--- src/rtl/pe.sv ---
// ---------------------------------------------------------------------------
// pe : multiply-accumulate processing element for a systolic array.
//
// Each cycle the element multiplies the west operand by the north operand,
// interpreted in the format chosen by DATA_TYPE, and adds the full-precision
// product into a 64-bit wrapping accumulator. A sticky flag records any
// accumulator overflow until reset. Both operands are forwarded unchanged,
// one cycle later, to the east and south neighbours.
//
// Parameters
//   DATA_TYPE  3'b000 int32, 001 uint32, 010 int16, 011 int8,
//              100 uint16, 101 uint8, 110/111 treated as int32
// Ports
//   clk        in   1   rising-edge clock
//   rst        in   1   synchronous active-high reset
//   mat1       in   32  row operand (A element) from the west
//   mat2       in   32  column operand (B element) from the north
//   outp_col   out  32  registered mat2, forwarded south
//   outp_row   out  32  registered mat1, forwarded east
//   pe_result  out  65  [63:0] accumulator, [64] sticky overflow flag
// ---------------------------------------------------------------------------
module pe #(
    parameter logic [2:0] DATA_TYPE = 3'b011
) (
    input  logic        clk,
    input  logic        rst,
    input  logic [31:0] mat1,
    input  logic [31:0] mat2,
    output logic [31:0] outp_col,
    output logic [31:0] outp_row,
    output logic [64:0] pe_result
);

    localparam bit IS_SIGNED = !((DATA_TYPE == 3'b001) ||
                                 (DATA_TYPE == 3'b100) ||
                                 (DATA_TYPE == 3'b101));

    // Widen the low operand bits to 64 bits. Zero-extended values are
    // non-negative in 64-bit two's complement, so a single signed 64x64
    // multiply (low 64 bits kept) is exact for every supported format.
    function automatic logic signed [63:0] extend(input logic [31:0] v);
        logic signed [63:0] r;
        case (DATA_TYPE)
            3'b001:  r = {32'd0, v};
            3'b010:  r = {{48{v[15]}}, v[15:0]};
            3'b011:  r = {{56{v[7]}}, v[7:0]};
            3'b100:  r = {48'd0, v[15:0]};
            3'b101:  r = {56'd0, v[7:0]};
            default: r = {{32{v[31]}}, v};
        endcase
        return r;
    endfunction

    // Overflow of acc + prod: two's-complement overflow for signed formats,
    // carry out of bit 63 for unsigned formats.
    function automatic logic add_ovf(input logic [63:0] acc,
                                     input logic [63:0] prod,
                                     input logic [64:0] sum);
        logic r;
        if (IS_SIGNED)
            r = (acc[63] == prod[63]) && (sum[63] != acc[63]);
        else
            r = sum[64];
        return r;
    endfunction

    logic signed [63:0] a_p0;
    logic signed [63:0] b_p0;
    logic signed [63:0] product_p0;
    logic        [64:0] sum_p0;
    logic               ovf_p0;

    logic        [63:0] acc_p1;
    logic               ovf_p1;
    logic        [31:0] row_p1;
    logic        [31:0] col_p1;

    // Stage 0: operand extension, multiply and add (combinational)
    always_comb begin
        a_p0       = extend(mat1);
        b_p0       = extend(mat2);
        product_p0 = a_p0 * b_p0;
        sum_p0     = {1'b0, acc_p1} + {1'b0, product_p0};
        ovf_p0     = add_ovf(acc_p1, product_p0, sum_p0);
    end

    // Stage 1: accumulator, sticky flag and forwarded operands
    always_ff @(posedge clk) begin
        if (rst) begin
            acc_p1 <= 64'd0;
            ovf_p1 <= 1'b0;
            row_p1 <= 32'd0;
            col_p1 <= 32'd0;
        end else begin
            acc_p1 <= sum_p0[63:0];
            ovf_p1 <= ovf_p1 | ovf_p0;
            row_p1 <= mat1;
            col_p1 <= mat2;
        end
    end

    assign pe_result = {ovf_p1, acc_p1};
    assign outp_row  = row_p1;
    assign outp_col  = col_p1;

endmodule

--- config.mk ---
export PLATFORM = sky130hd
export DESIGN_NAME = pe
export DESIGN_NICKNAME = d
export VERILOG_FILES = /design/src/rtl/pe.sv
export SDC_FILE = /design/constraint.sdc
export NUM_CORES = 1
export LEC_CHECK = 0
export CAP_MARGIN = 40
export CORE_MARGIN = 2
export CORE_UTILIZATION = 40
export CTS_CLUSTER_SIZE = 40
export DETAILED_ROUTE_END_ITERATION = 8
export PLACE_DENSITY = 0.64
export REMOVE_ABC_BUFFERS = 1
export SKIP_CTS_REPAIR_TIMING = 1
export SLEW_MARGIN = 20
export SYNTH_ARGS = -nofsm -noshare
export SYNTH_HDL_FRONTEND = slang
export SYNTH_SLANG_ARGS = --single-unit
--- constraint.sdc ---
create_clock -name clk -period 16.97 [get_ports clk]
set_clock_uncertainty 0.1 [all_clocks]
set_input_delay 2.5455 -clock clk [delete_from_list [all_inputs] [get_ports clk]]
set_output_delay 2.5455 -clock clk [all_outputs]
set_load 0.03 [all_outputs]
# Word level (Yosys, flattened, before mapping)
# Cells that the tools add are included.
[word_totals]
output_inout_bits = 129
elab_cells = 10
inputBits = 66
reg_bits = 129
[classes]
add_sub_neg = 1
n_reduce_logical = 1
bitwise = 1
multipliers = 1
eq_ne = 2
[op_table]
columns = ["op", "count"]
rows = [
  ["adder 64 bit", 1],
  ["multiplier 8 x 8 -> 16 bit", 1],
  ["== test 1 bit", 1],
  ["logical AND 1 bit", 1],
  ["!= test 1 bit", 1],
  ["bitwise OR 1 bit", 1],
]

# Longest topological paths before layout
# Gate-level depths: netlist of run 1.
[depth]
word_depth = 5
depth_mapped = 31
mapped_depth_nobuf = 31

# Least setup slack after synthesis of run 1
# OpenSTA, ideal clock, no wires.
[synth_timing]
path_type = "input to register"
start = "input mat2[3]"
end = "register acc_p1[57]"
cell_stages = 27
t_required_ns = 16.747
path_buffers = 1
arrival_ns = 10.094
setup_ns = 0.123
path_slack_ns = 6.653
path_cell_list = "and2_1 > fa_1 > inv_1 > fa_1 > inv_1 > fa_1 > inv_1 > fa_1 > inv_1 > ha_1 > and3_1 > a21oi_1 > o21ai_1 > o41a_1 > xnor2_2 > ha_1 > buf_6 > a21o_1 > a21o_1 > a2111oi_4 > o21ai_2 > o21ai_2 > o221ai_2 > a31oi_4 > o21ai_2 > a211oi_2 > mux2_1"
[synth_between]
elab_chain_cells = 2
[synth_lines]
columns = ["element", "line", "text"]
rows = [
  ["start: declaration", "28", "input logic [31:0] mat2,"],
  ["multiplier 8 x 8 -> 16 bit", "82", "product_p0 = a_p0 * b_p0;"],
  ["adder 64 bit", "83", "sum_p0 = {1'b0, acc_p1} + {1'b0, product_p0};"],
  ["end signal: assignment", "95", "acc_p1 <= sum_p0[63:0];"],
  ["end: declaration", "73", "logic [63:0] acc_p1;"],
]
# No other way between the ends.
# A chain may end at the register's enable or synchronous reset.

# Final worst setup path of run 1
[layout_timing]
start = "input mat2[7]"
end = "register acc_p1[61]"
# The elaborated chain is that of the path after synthesis.

==> results of run 1 <==
## area by class of cell
cell class | count | area share [%]
clock inverters | 15 | 1.17
repair buffers | 197 | 15.9
well taps | 319 | 3.21
clock buffers | 17 | 3.43
multi-input cells | 833 | 52.3
inverters | 107 | 3.23
flip-flops and latches | 129 | 20.8
## layer usage
metal  track usage (%)  wire (microns)  vias to the layer above
met4              5.12             247                        0
met2              32.8           11300                      189
met3              2.92             906                       16
li1                  -               -                     4107
met1              25.2           11500                     3793
met5                 0               0                        -
## cell usage after synthesis, types with 4 or more instances
library cell	count
nand2b_1	5
fa_1	56
nor2b_1	83
nor3_1	15
a31oi_1	9
and2_1	46
nand3_1	8
a211oi_1	8
a21oi_1	77
o211ai_1	8
o21bai_1	9
xnor2_1	51
nand2_1	62
o21a_1	9
and3_1	8
buf_2	6
nand4_1	23
clkbuf_1	30
o21ai_0	40
dfxtp_1	129
nor2_1	100
xor2_1	19
inv_1	107
ha_1	92
o21ai_2	4
a21o_1	42
## kinds of logic after synthesis
| kind of cell | count (synthesis) | share of synthesized area, % |
|---|---|---|
| AND/OR/NAND/NOR | 362 | 19.1 |
| AO/OA/AOI/OAI | 248 | 17.5 |
| adder cells (fa/ha/maj) | 148 | 23.6 |
| flip-flops | 129 | 26.8 |
| multiplexers | 4 | 0.467 |
| buffers and inverters | 149 | 6.06 |
| XOR/XNOR | 71 | 6.52 |
## tightest hold or removal path: stages (launching register included)
cell	delay (ns)
dfxtp_1	0.31
inv_1	0.05
o221ai_1	0.11
## how the worst max path moves through the flow
stage | slack [ns] | cells after the start | to | from
detailed placement | 6.27 | 27 | acc_p1[61]$_SDFF_PP0_ | mat2[7]
CTS | 6.65 | 27 | acc_p1[57]$_SDFF_PP0_ | mat2[7]
floorplan | 6.70 | 26 | acc_p1[57]$_SDFF_PP0_ | mat2[3]
global route | 6.17 | 27 | acc_p1[57]$_SDFF_PP0_ | mat2[7]
finish | 6.62 | 27 | acc_p1[61]$_SDFF_PP0_ | mat2[7]
global placement | 6.28 | 27 | acc_p1[57]$_SDFF_PP0_ | mat2[7]
## per-stage QoR
step / util [%] / instances / instance area (sq um)
floorplan: - / 1069 / 9460
global placement: 50.2 / 1584 / 11800
detailed placement: 50.2 / 1584 / 11800
CTS: 52.7 / 1616 / 12400
global route: 52.8 / 1617 / 12400
finish: 52.8 / 1617 / 12400
## sequential cells by signal (all words and copies together), names as in the netlist
signal    count
acc_p1       64
outp_col     32
ovf_p1        1
outp_row     32
==> metrics.csv, run 1 <==
metric,value,unit
netlist.area_leader.share,26.8,%
vias_per_cell,5.01,
initial_core_util,41.0,%
hold_start,ovf_p1$_SDFF_PP0_,
nFillCells,2244,
cp_slowest_stage_delay,0.70,ns
synth_flop_cell,dfxtp_1,
crit_path_end_kind,flip-flop,
core,23500,sq um
cp.required,17.17,ns
grt_pass1_wl,40200,microns
ys_seq_area_share,26.8,%
drv_cap,0,
antenna_found_initial,0,
area_growth,28.7,%
critPathKind,in -> reg,
rr_worst_depth,12,
crit_slowest_cell,clkdlybuf4s50_1,
tightest_slew,0.634,ns
place_hpwl,18700,microns
final_common_cell,clkdlybuf4s50_1,
yosys_warnings,0,
wl_per_cell,14.8,microns
cts.clk_slew.worst_paths,0.06,ns
slew_headroom,57.5,%
regToRegStartpoint,acc_p1[0]$_SDFF_PP0_,
gp_congestion,0.887,
route.vias.total,8105,
drtPass1Iterations,4,
grt_max_degree,81,
ys_async_sr_fraction,0,%
syn_area,9650,sq um
rows,56,
slew_violations,0,
die-area,25400,sq um
grt_pass1_vias,8136,
hold-worst-slack,0.419,ns
diodes,0,
cts.sinks,129,
regArea,2580,sq um
cp_top_family,compound AO/OA/AOI/OAI gates,
cts_buffers,17,
reg2reg_slack,13.47,ns
finalCritPeriodShare,61.0,%
crit_arrival,10.56,ns
cts_tree,done,
drive_gt1_share,4.78,%
path_max_fanout,51,
multiInputGateArea,6490,sq um
fin_crit,10.35,ns
route.detailed.drc,0,
min_to,ovf_p1$_SDFF_PP0_,
syn_inst,1111,
setup_ws,6.62,ns
cts-root-buf,clkbuf_16,
timing.fmax,96.6,MHz
dieWidth,159,microns
synth_area_leader_cell,dfxtp_1,
synth_edf_count,0,
r2r-end,acc_p1[56]$_SDFF_PP0_,
portBuffers,194,
hold_viol,0,
grt_usage,19.1,%
start_kind,input pin,
dieHeight,159,microns
antenna_left,0,
min-delay-path-class,reg -> reg,
ctsHtreeMaxLevel,4,
drt_wl_total,23900,microns
synth-seq-cells,129,
drtIter0Drc,366,
synth_area_per_cell,8.68,sq um
synth_cell_type_count,69,
mostFrequentLayoutCells,"clkdlybuf4s50_1, dfxtp_1, inv_1, nor2_1, ha_1",
io_pins,195,
synth_area_leaders,"dfxtp_1, ha_1, fa_1",
clk_path_buf_depth,2,
finalSetupViolCount,0,
status,finished clean,
clk_latency,0.42,ns
critPathBufInv,5,
nets,1499,
fin_tns_setup,0,ns
cp_common_cell,fa_1,
dpl_worst_slack,6.27,ns
overflow,0,
rsz0062_at_grt,false,
whs_path_depth,2,
Power of run 1 is left out: the tool's default activity adds up to more than one toggle a clock period on the data nets, which glitch-free logic cannot reach.
==> run 2: changes to the inputs <==
--- a/config.mk
+++ b/config.mk
@@ -10,7 +10,7 @@
 export CORE_UTILIZATION = 40
 export CTS_CLUSTER_SIZE = 40
 export DETAILED_ROUTE_END_ITERATION = 8
-export PLACE_DENSITY = 0.64
+export PLACE_DENSITY = 0.66
 export REMOVE_ABC_BUFFERS = 1
 export SKIP_CTS_REPAIR_TIMING = 1
 export SLEW_MARGIN = 20
==> constraint.sdc (replaced) <==
create_clock -name clk -period 8.8 [get_ports clk]
set_clock_uncertainty 0.1 [all_clocks]
set_input_delay 1.32 -clock clk [delete_from_list [all_inputs] [get_ports clk]]
set_output_delay 1.32 -clock clk [all_outputs]
set_load 0.03 [all_outputs]
==> run 2 against run 1 <==
Against the previous run: design area is 9.3% higher; non-clock buffer count is 152 higher; global-route usage up 1.6 points; clock-buffer cell count is the same; flip-flop and latch count unchanged; critical path depth grew 4; critical endpoint unchanged; die area unchanged; cell count is 9.4% higher; largest cell class unchanged; via count up 8.4%.
==> metrics.csv, run 2 (synthesis results as in run 1) <==
metric,value,unit,change
drv_cap,0,,unchanged
status,finished clean,,unchanged
cp_common_cell,fa_1,,unchanged
finalSetupViolCount,0,,unchanged
die-area,25400,sq um,unchanged
clk_latency,0.43,ns,was 0.42 ns
wl_per_cell,14.7,microns,was 14.8 microns
cp_slowest_stage_delay,0.54,ns,was 0.70 ns
mostFrequentLayoutCells,"clkdlybuf4s50_1, buf_4, dfxtp_1, inv_1, nor2_1",,"was clkdlybuf4s50_1, dfxtp_1, inv_1, nor2_1, ha_1"
diodes,0,,unchanged
initial_core_util,41.0,%,unchanged
regToRegStartpoint,acc_p1[0]$_SDFF_PP0_,,unchanged
critPathLaunch,mat1[1],,was mat2[7]
cts_tree,done,,unchanged
r2r-end,acc_p1[58]$_SDFF_PP0_,,was acc_p1[56]$_SDFF_PP0_
portBuffers,194,,unchanged
drtIter0Drc,407,,was 366
area_growth,40.7,%,was 28.7%
io_pins,195,,unchanged
top_register,acc_p1,,unchanged
drt_wl_total,26000,microns,"was 23,900 microns"
cp.required,9.01,ns,was 17.17 ns
critPathBufInv,8,,was 5
drtPass1Iterations,7,,was 4
place_hpwl,20800,microns,"was 18,700 microns"
cts_buffers,17,,unchanged
dieHeight,159,microns,unchanged
rows,56,,unchanged
rr_worst_depth,13,,was 12
hold_viol,0,,unchanged
path_max_fanout,13,,was 51
cts.sinks,129,,unchanged
grt_pass1_vias,8785,,"was 8,136"
vias_per_cell,4.97,,was 5.01
min-delay-path-class,reg -> reg,,unchanged
grt_usage,20.7,%,was 19.1%
fin_crit,8.40,ns,
slew_headroom,48.6,%,was 57.5%
gp_congestion,0.864,,was 0.887
route.detailed.drc,0,,unchanged
cp_top_family,compound AO/OA/AOI/OAI gates,,unchanged
overflow,0,,unchanged
cp-endpoint,acc_p1[61]$_SDFF_PP0_,,unchanged
crit_cells,31,,was 27
cts.clk_slew.worst_paths,0.06,ns,about the same
nets,1651,,"was 1,499"
reg2reg_slack,5.38,ns,was 13.47 ns
clk_path_buf_depth,2,,unchanged
dpl_worst_slack,-0.162,ns,was 6.27 ns
tightest_slew,0.770,ns,was 0.634 ns
ctsHtreeMaxLevel,4,,unchanged
grt_pass1_wl,43500,microns,"was 40,200 microns"
crit_arrival,8.60,ns,was 10.56 ns
rsz0062_at_grt,false,,unchanged
dieWidth,159,microns,unchanged
antenna_left,0,,unchanged
critPathKind,in -> reg,,unchanged
crit_slowest_cell,fa_1,,was clkdlybuf4s50_1
finalCritPeriodShare,95.4,%,
route.vias.total,8786,,"was 8,105"
slew_violations,0,,unchanged
setup_ws,0.405,ns,was 6.62 ns
final_common_cell,clkdlybuf4s50_1,,unchanged
timing.fmax,119,MHz,
largest_reg_flops,64,,unchanged
nFillCells,2187,,"was 2,244"
grt_max_degree,73,,was 81
antenna_found_initial,0,,unchanged
drive_gt1_share,15.1,%,was 4.78%
start_kind,input pin,,unchanged
crit_path_end_kind,flip-flop,,unchanged
core,23500,sq um,unchanged
cts-root-buf,clkbuf_16,,unchanged
## run 2: cell count changes in the layout (fill, tap and decap cells not counted), moves of 2 or more
cell      previous run  this run
nor3_1              15        13
o21ai_0             40        38
o21ai_1              2         4
buf_4                3       155
clkinv_2             2         0
nor3_2               1         3
inv_8                1         3
## run 2: area by class of cell
| class | count | area (sq um) | area share, % |
|---|---|---|---|
| Tap cell | 319 | 399 | 2.94 |
| Inverter | 107 | 402 | 2.96 |
| Timing Repair Buffer | 349 | 3120 | 23.0 |
| Clock inverter | 15 | 135 | 0.995 |
| Clock buffer | 17 | 425 | 3.13 |
| Sequential cell | 129 | 2580 | 19.0 |
| Multi-Input combinational cell | 833 | 6520 | 48.0 |
## run 2: metal layers
layer / wire length (microns) / vias up / global-route usage, % / share of wire, %
li1: - / 4415 / - / -
met1: 12300 / 4140 / 27.1 / 47
met2: 12300 / 209 / 35.9 / 48
met3: 1080 / 22 / 3.28 / 4.2
met4: 276 / 0 / 4.96 / 1.1
met5: 0 / - / 0 / 0
## run 2: worst min-delay path, cell delays in order (launching register included)
cell	delay [ns]
dfxtp_1	0.31
inv_1	0.05
o221ai_1	0.11
## run 2: worst min-delay path by stage
stage                            startpoint                 to  slack (ns)  cells past startpoint
after floorplan           ovf_p1$_SDFF_PP0_  ovf_p1$_SDFF_PP0_        0.54                      2
after global placement    ovf_p1$_SDFF_PP0_  ovf_p1$_SDFF_PP0_        0.41                      2
after detailed placement  ovf_p1$_SDFF_PP0_  ovf_p1$_SDFF_PP0_        0.43                      2
after CTS                 ovf_p1$_SDFF_PP0_  ovf_p1$_SDFF_PP0_        0.44                      2
after global routing      ovf_p1$_SDFF_PP0_  ovf_p1$_SDFF_PP0_        0.47                      2
final                     ovf_p1$_SDFF_PP0_  ovf_p1$_SDFF_PP0_        0.43                      2
## run 2: metrics by stage
step / std cells / instance area [sq um] / setup TNS [ns] / hold WS (ns) / utilization [%]
floorplan: 1069 / 9460 / -0.543 / 0.541 / -
global placement: 1735 / 13000 / -0.232 / 0.413 / 55.1
detailed placement: 1735 / 13000 / -0.400 / 0.425 / 55.1
CTS: 1767 / 13500 / 0 / 0.436 / 57.4
global route: 1769 / 13600 / 0 / 0.472 / 57.7
finish: 1769 / 13600 / 0 / 0.426 / 57.7
Power of run 2 is left out for the same reason.
==> run 3: changes to the inputs <==
--- a/config.mk
+++ b/config.mk
@@ -10,7 +10,7 @@
 export CORE_UTILIZATION = 40
 export CTS_CLUSTER_SIZE = 40
 export DETAILED_ROUTE_END_ITERATION = 8
-export PLACE_DENSITY = 0.66
+export PLACE_DENSITY = 0.64
 export REMOVE_ABC_BUFFERS = 1
 export SKIP_CTS_REPAIR_TIMING = 1
 export SLEW_MARGIN = 20
==> constraint.sdc (replaced) <==
create_clock -name clk -period 8.5 [get_ports clk]
set_clock_uncertainty 0.1 [all_clocks]
set_input_delay 1.275 -clock clk [delete_from_list [all_inputs] [get_ports clk]]
set_output_delay 1.275 -clock clk [all_outputs]
set_load 0.03 [all_outputs]
==> run 3 against run 2 <==
Against the previous run: utilization is 2.7 points higher; critical path depth is 1 lower; die area stayed put; cell count is 3.8% higher; hold slack worse by 0.0053 ns; clock-buffer cell count stayed put; first-iteration DRC count is 8.8% higher; sequential share of layout area is 0.86 points lower; register-to-register slack worse by 0.26 ns; wire length is 6.1% higher; via count is 3.9% higher; critical endpoint is now acc_p1[56]$_SDFF_PP0_; largest cell class unchanged.
==> metrics.csv, run 3 (synthesis results as in run 1) <==
metric,value,unit,change
die-area,25400,sq um,unchanged
rsz0062_at_grt,true,,was false
top_register,acc_p1,,unchanged
core,23500,sq um,unchanged
drive_gt1_share,20.0,%,was 15.1%
io_pins,195,,unchanged
gp_congestion,0.892,,was 0.864
start_kind,input pin,,unchanged
ctsHtreeMaxLevel,4,,unchanged
tightest_slew,0.790,ns,was 0.770 ns
drt_wl_total,27500,microns,"was 26,000 microns"
status,finished clean,,unchanged
slew_headroom,47.3,%,was 48.6%
route.vias.total,9133,,"was 8,786"
multiInputGateArea,6640,sq um,was 6520 sq um
dpl.cell_count,1800,,"was 1,735"
min-delay-path-class,reg -> reg,,unchanged
cp_common_cell,fa_1,,unchanged
antenna_found_initial,0,,unchanged
cp_slowest_stage_delay,0.56,ns,was 0.54 ns
clk_latency,0.42,ns,was 0.43 ns
dieHeight,159,microns,unchanged
final_common_cell,buf_4,,was clkdlybuf4s50_1
cp.required,8.71,ns,was 9.01 ns
grt_usage,21.8,%,was 20.7%
timing.fmax,121,MHz,
hold-worst-slack,0.421,ns,was 0.426 ns
drv_cap,0,,unchanged
cts_buffers,17,,unchanged
place_hpwl,21900,microns,"was 20,800 microns"
dieWidth,159,microns,unchanged
rows,56,,unchanged
path_max_fanout,9,,was 13
antenna_left,0,,unchanged
area_growth,47.4,%,was 40.7%
vias_per_cell,4.97,,about the same
nFillCells,2125,,"was 2,187"
grt_pass1_vias,9189,,"was 8,785"
dpl_worst_slack,-0.397,ns,was -0.162 ns
route.detailed.drc,0,,unchanged
hold_viol,0,,unchanged
portBuffers,194,,unchanged
regArea,2580,sq um,unchanged
drtIter0Drc,443,,was 407
largest_reg_flops,64,,unchanged
mostFrequentLayoutCells,"buf_4, clkdlybuf4s50_1, dfxtp_1, inv_1, nor2_1",,"was clkdlybuf4s50_1, buf_4, dfxtp_1, inv_1, nor2_1"
cts.sinks,129,,unchanged
final_cells,1837,,"was 1,769"
cts-root-buf,clkbuf_16,,unchanged
cts_tree,done,,unchanged
grt_max_degree,72,,was 73
crit_arrival,8.47,ns,was 8.60 ns
drtPass1Iterations,5,,was 7
overflow,0,,unchanged
initial_core_util,41.0,%,unchanged
fin_crit,8.26,ns,
critPathKind,in -> reg,,unchanged
crit_path_end_kind,flip-flop,,unchanged
diodes,0,,unchanged
finalCritPeriodShare,97.2,%,
crit_slowest_cell,fa_1,,unchanged
finalSetupViolCount,0,,unchanged
slew_violations,0,,unchanged
clk_path_buf_depth,2,,unchanged
grt_pass1_wl,45300,microns,"was 43,500 microns"
cts.clk_slew.worst_paths,0.07,ns,was 0.06 ns
setup_ws,0.241,ns,was 0.405 ns
nets,1719,,"was 1,651"
wl_per_cell,15.0,microns,was 14.7 microns
run 3: worst paths after layout:
path	startpoint	end	slack (ns)	cells after the start
worst max-delay path	mat2[3]	acc_p1[56]$_SDFF_PP0_	0.24	30
worst min-delay path	ovf_p1$_SDFF_PP0_	ovf_p1$_SDFF_PP0_	0.42	2
worst min register to register	ovf_p1$_SDFF_PP0_	ovf_p1$_SDFF_PP0_	0.42	2
worst max register to register	acc_p1[0]$_SDFF_PP0_	acc_p1[56]$_SDFF_PP0_	5.12	13
run 3: final cells by class:
| type | instances | area share, % |
|---|---|---|
| clock buffers | 17 | 2.99 |
| clock inverters | 15 | 1.00 |
| inverters | 107 | 2.82 |
| multi-input cells | 833 | 46.6 |
| flip-flops and latches | 129 | 18.2 |
| well taps | 319 | 2.81 |
| repair buffers | 417 | 25.6 |
run 3: per-layer routing:
layer	track usage (%)	wire, microns	part of all wire [%]	up-vias
li1	-	-	-	4543
met1	28.3	12800	47	4332
met4	6.03	380	1.4	0
met2	37.2	13200	48	227
met3	3.93	1160	4.2	31
met5	0	0	0	-
run 3: stage by stage:
stage	TNS (ns)	util [%]	instance area [sq um]
2_1_floorplan	-1.60	-	9460
3_3_place_gp	-3.20	57.1	13500
3_5_place_dp	-4.50	57.1	13500
4_1_cts	0	59.5	14000
5_1_grt	-0.0172	60.4	14200
6_report	0	60.4	14200
run 3: worst max-delay path: cells and delay by family:
family	cells	cell delay (ns)
AO/OA/AOI/OAI	11	2.20
XOR/XNOR	1	0.20
adder cells (fa/ha/maj)	6	2.73
buffers and inverters	8	1.10
multiplexers	1	0.35
AND/OR/NAND/NOR	3	0.57
Power of run 3 is left out for the same reason.
